==> src/rtl/vga_timing_generator.sv <==
// rtl/vga_timing_generator.sv - registered raster timing core (counters, syncs, DE, strobes)
module vga_timing_generator #(
    parameter int H_VISIBLE  = 640,
    parameter int H_FRONT    = 16,
    parameter int H_SYNC     = 96,
    parameter int H_BACK     = 48,
    parameter int V_VISIBLE  = 480,
    parameter int V_FRONT    = 10,
    parameter int V_SYNC     = 2,
    parameter int V_BACK     = 33,
    parameter bit H_SYNC_POL = 1'b0,
    parameter bit V_SYNC_POL = 1'b0
) (
    input  logic        clk,
    input  logic        rst,
    input  logic        EN,
    output logic [10:0] HCNT,
    output logic [10:0] VCNT,
    output logic        HS,
    output logic        VS,
    output logic        DE,
    output logic        VBLANK,
    output logic        LINE_START,
    output logic        FRAME_START
);

    localparam logic [10:0] H_MAX      = 11'(H_VISIBLE + H_FRONT + H_SYNC + H_BACK - 1);
    localparam logic [10:0] V_MAX      = 11'(V_VISIBLE + V_FRONT + V_SYNC + V_BACK - 1);
    localparam logic [10:0] H_VIS      = 11'(H_VISIBLE);
    localparam logic [10:0] V_VIS      = 11'(V_VISIBLE);
    localparam logic [10:0] HS_START   = 11'(H_VISIBLE + H_FRONT);
    localparam logic [10:0] HS_END     = 11'(H_VISIBLE + H_FRONT + H_SYNC);
    localparam logic [10:0] VS_START   = 11'(V_VISIBLE + V_FRONT);
    localparam logic [10:0] VS_END     = 11'(V_VISIBLE + V_FRONT + V_SYNC);

    logic [10:0] hcnt_q, hcnt_d;
    logic [10:0] vcnt_q, vcnt_d;
    logic        hs_q, hs_d;
    logic        vs_q, vs_d;
    logic        de_q, de_d;
    logic        vblank_q, vblank_d;
    logic        line_start_q, line_start_d;
    logic        frame_start_q, frame_start_d;

    logic h_last, v_last;

    assign h_last = (hcnt_q == H_MAX);
    assign v_last = (vcnt_q == V_MAX);

    // Decode from the next counts so syncs/DE line up with the counters they accompany.
    always_comb begin
        hcnt_d        = hcnt_q;
        vcnt_d        = vcnt_q;
        line_start_d  = 1'b0;
        frame_start_d = 1'b0;
        if (EN) begin
            hcnt_d       = h_last ? 11'd0 : hcnt_q + 11'd1;
            line_start_d = h_last;
            if (h_last) begin
                vcnt_d        = v_last ? 11'd0 : vcnt_q + 11'd1;
                frame_start_d = v_last;
            end
        end
        hs_d     = ((hcnt_d >= HS_START) && (hcnt_d < HS_END)) ? H_SYNC_POL : ~H_SYNC_POL;
        vs_d     = ((vcnt_d >= VS_START) && (vcnt_d < VS_END)) ? V_SYNC_POL : ~V_SYNC_POL;
        de_d     = (hcnt_d < H_VIS) && (vcnt_d < V_VIS);
        vblank_d = (vcnt_d >= V_VIS);
    end

    always_ff @(posedge clk) begin
        if (!rst) begin
            hcnt_q        <= H_MAX;
            vcnt_q        <= V_MAX;
            hs_q          <= ~H_SYNC_POL;
            vs_q          <= ~V_SYNC_POL;
            de_q          <= 1'b0;
            vblank_q      <= 1'b1;
            line_start_q  <= 1'b0;
            frame_start_q <= 1'b0;
        end else begin
            hcnt_q        <= hcnt_d;
            vcnt_q        <= vcnt_d;
            hs_q          <= hs_d;
            vs_q          <= vs_d;
            de_q          <= de_d;
            vblank_q      <= vblank_d;
            line_start_q  <= line_start_d;
            frame_start_q <= frame_start_d;
        end
    end

    assign HCNT        = hcnt_q;
    assign VCNT        = vcnt_q;
    assign HS          = hs_q;
    assign VS          = vs_q;
    assign DE          = de_q;
    assign VBLANK      = vblank_q;
    assign LINE_START  = line_start_q;
    assign FRAME_START = frame_start_q;

endmodule
==> config.mk <==
export PLATFORM = sky130hd
export DESIGN_NAME = vga_timing_generator
export DESIGN_NICKNAME = d
export VERILOG_FILES = /design/src/rtl/vga_timing_generator.sv
export SDC_FILE = /design/constraint.sdc
export NUM_CORES = 1
export LEC_CHECK = 0
export BUFFER_PORTS_ARGS = -buffer_cell sky130_fd_sc_hd__buf_2
export CORE_MARGIN = 5
export CORE_UTILIZATION = 55
export CTS_BUF_LIST = sky130_fd_sc_hd__clkbuf_16
export CTS_CLUSTER_SIZE = 20
export DETAILED_ROUTE_END_ITERATION = 6
export PLACE_DENSITY = 0.8
export SYNTH_ARGS = -nofsm -noshare
export SYNTH_HDL_FRONTEND = slang
export SYNTH_SLANG_ARGS = --single-unit
==> constraint.sdc <==
create_clock -name clk -period 4.53 [get_ports clk]
set_input_delay 0.906 -clock clk [delete_from_list [all_inputs] [get_ports clk]]
set_output_delay 0.906 -clock clk [all_outputs]
set_load 0.01 [all_outputs]
# Word-level counts from Yosys, hierarchy flattened
# Index checks and enable logic that the tools add are counted.
# classes
n_lt_le_gt_ge	7
n_mux	7
reduce_logical	5
eq_ne	2
add_sub_neg	2
# ops
op	n
$mux 11	5
$add 11x1->11 const B	2
$eq 11x10->1 const B	2
$ge 11x9->1 const B	2
$lt 11x10->1 const B	2
$lt 11x9->1 const B	2
$ge 11x10->1 const B	1
$logic_and 1x1->1	3
$reduce_and 3->1	1
$mux 1	2
$reduce_and 2->1	1
# word_totals
ff_bits	28
output_inout_bits	28
input_bits	3

# Logic depth before layout (Yosys ltp)
# logic_depth
word_depth	7
depth_mapped	7
depth_no_buf	7

# Worst setup path before layout
# OpenSTA, ideal clock, no wires.
# synth_timing
path_type	input-to-reg
start	input EN
end	register de_q, in the netlist DE
arrival_ps	2170
n_path_buf	1
stages	6
setup_ps	61
required_ps	4469
slack_ps	2299
cell_sequence	buf_2 and4_1 nand4_1 o311ai_0 a22oi_1 and4bb_1
# synth_between
elab_chain_cells	3
# synth_rtl
item	line	text
start: declaration	16	input logic EN,
$mux 11	56	if (EN) begin
$lt 11x10->1 / $lt 11x9->1 (equally long branches)	66	de_d = (hcnt_d < H_VIS) && (vcnt_d < V_VIS);
$logic_and 1x1->1 (*)	66	
end signal: assignment	76	de_q <= 1'b0;
end signal: assignment	85	de_q <= de_d;
end: declaration	40	logic de_q, de_d;
# Every way passes the cells marked *; elsewhere a longest branch is shown, timed or not.
# A chain may end at the register's enable or synchronous reset.

# Final worst setup path
# Same ends and word-level chain as after synthesis.

==> impl_metrics.ini <==
[yosys]
synth_mux_area_share_pct = 0.643
synth_enable_flop_cells = 0
synth_top_area_cell = dfxtp_1
syn_area_um2 = 1560
synthSimpleGateAreaFrac_pct = 36.0
synthDistinctLibCells = 50
synth_compound_gate_area_share_pct = 13.3
syn_inst = 190
synth_xor_area_share_pct = 7.88
synth_flop_cell = dfxtp_1
ys_top_cells_by_count = dfxtp_1 (28), nor2_1 (24), nand2_1 (19)
synth_fp_nets = 196
yosysTopAreaCellShare_pct = 36.0
synth_top_family_by_area = simple AND/OR/NAND/NOR gates
ys_seq_area_share_pct = 36.0
yosysWarnings = 0
yosysMostFrequentCell = dfxtp_1
synth_area_leaders = dfxtp_1 (36%), nor2_1 (5.8%), nand2_1 (4.6%)
synth.avg_cell_area_um2 = 8.19
synth_seq_cells = 28
yosys.area_share.adder_pct = 2.41
ys_async_sr_fraction_pct = 0

[worst_setup_path]
cp-end-kind = register
critPathMaxFanout = 11
cp.required_ns = 4.74
critPathSlowestCell = o311ai_0
path_delay_family = simple AND/OR/NAND/NOR gates
cp_slowest_stage_delay_ns = 0.45
r2r_start = HCNT[0]
path_cells = buf_2 -> and4_1 -> nand4_1 -> o311ai_0 -> a22oi_1 -> and4bb_1
arrival_ns = 2.53
rrSetupSlack_ns = 2.35
path_class = in2reg
crit_buf_inv = 1
r2r_cells = 6
timing.rr.end = DE
start_kind = input port
critPathLaunch = EN

[grt]
grt_usage_pct = 22.1
grt_pass1_vias = 1512
grt.overflow.total = 0
antenna_found_initial = 0
grt_max_degree = 17
grt_pass1_wl_mm = 7.30

[sta]
finalHoldViolCount = 0
maxSlewViolCount = 0
rsz0062_at_grt = false
fin_skew_ns = 0.00635
tns_ns = 0
tightest_slew_ns = 0.573
setup_viol = 0
max_freq_ghz = 0.430
min_period_ns = 2.33
setup_slack_ns = 2.20
min_period_over_period_pct = 51.3
slew_headroom_pct = 61.5

[routing]
detail_route.iter0.violations = 158
vias_per_cell = 6.50
ant_nets = 0
routed_wl_mm = 4.34
first_pass_iters = 5
routedWlPerCell_um = 17.5
drc = 0
vias = 1613

[floorplanning]
initial_core_util_pct = 56.9
core_um2 = 2730
dieHeight_um = 63.2
ios = 31
die_area_um2 = 3990
dieWidth_um = 63.2
rows = 19

[clocking]
h-tree-depth = 1
numClockSinks = 28
clockRootBuffer = clkbuf_16
clkLatencyLatePin_ns = 0.26
cts_setup_buffers = 0
post_cts_resized = 0
path_clk_slew_ns = 0.07
postCtsHoldBufs = 0
cts_tree = done
cts_made_buffers = 3
clockBufferDepth = 2

[run_status]
outcome = finished, final reports clean

[placed_design]
placedCellCount = 244
pre_cts_ws_ns = 2.04
port_buffers = 30
dp_hpwl_mm = 2.93
gp_congestion = 0.932

[cells_and_area]
nFillCells = 226
stdcell_count = 248
seq_area_um2 = 561
multi_input_area_um2 = 937
drive_above_1_share_pct = 19.8
syn2layout_area_growth_pct = 16.6
antenna_cells = 0
fin_nets = 224

[hold_path]
holdPathStages = 2
hp-start = HCNT[1]
hold_end = HCNT[1]
hold_class = reg2reg

[power_and_ir_drop]
ir_worst_vdd_v = 0.000269
p_total_uw = 753
leakagePower_uw = 0.000752
p_per_area_nw_per_um2 = 415

[run]
drv_cap = 0
[logic make-up after synthesis]
family,count (synthesis)
compound gates,31
xor+xnor,14
simple gates,100
flops,28
fa+ha+maj,3
mux,1
buf+inv,13
[registers in the layout, indices dropped and copies added, names as in the netlist]
name,cells
LINE_START,1
DE,1
VS,1
VBLANK,1
HCNT,11
HS,1
FRAME_START,1
VCNT,11
[worst max path at each step]
stage | end | slack [ns] | depth (start not counted)
2_1_floorplan | DE | 2.30 | 6
3_3_place_gp | DE | 2.14 | 6
3_5_place_dp | DE | 2.04 | 6
4_1_cts | HS | 2.23 | 6
5_1_grt | HS | 2.09 | 6
6_report | DE | 2.20 | 6
[tightest hold or removal path: cells and delay by family (launching register included)]
| family | cells | cell delay [ns] |
|---|---|---|
| simple gates | 2 | 0.18 |
| flops | 1 | 0.35 |
[cell usage in the layout (no fill, tap or decap), drive strengths merged, types with 2 or more instances in the layout]
cell	n
nor4	4
ha	3
and2	2
buf	30
and4	5
or4	2
inv	5
a41oi	2
xor2	7
and4bb	2
dfxtp	28
and3	4
nand2	20
nand3	11
nor3	7
o21ai	10
clkbuf	3
nand4	8
nand2b	5
nand4b	2
nor2	24
xnor2	7
a21oi	6
[metrics by stage]
| stage | cell area [um^2] | hold slack, ns | util [%] |
|---|---|---|---|
| after detailed placement | 1710 | 0.568 | 62.5 |
| final | 1810 | 0.571 | 66.4 |
| after global routing | 1810 | 0.597 | 66.4 |
| after CTS | 1810 | 0.581 | 66.4 |
| after floorplan | 1560 | 0.548 | - |
| after global placement | 1710 | 0.531 | 62.5 |
[metal layers]
metal | track usage (%) | share of wire [%] | vias to the layer above | routed length [um]
met5 | 0 | 0 | - | 0
met4 | 9.61 | 3.3 | 0 | 141
met3 | 3.73 | 8.1 | 21 | 352
met2 | 34.6 | 47 | 99 | 2030
met1 | 29.7 | 42 | 749 | 1820
li1 | - | - | 744 | -
[cell type report]
type / instances / share of cell area [%]
clock buffer: 3 / 4.14
inverter: 6 / 1.24
sequential: 28 / 30.9
tap: 31 / 2.14
timing repair buffer: 30 / 8.28
clock inverter: 1 / 1.66
multi-input combinational: 149 / 51.7
[report_power, final]
part | internal [uW] | switching [uW] | leakage, uW
Sequential | 268 | 30.3 | 0.000228
Combinational | 74.7 | 118 | 0.000473
Clock | 176 | 85.8 | 0.0000511
Total | 519 | 234 | 0.000752
No activity file was read; power rests on OpenSTA's default activity.
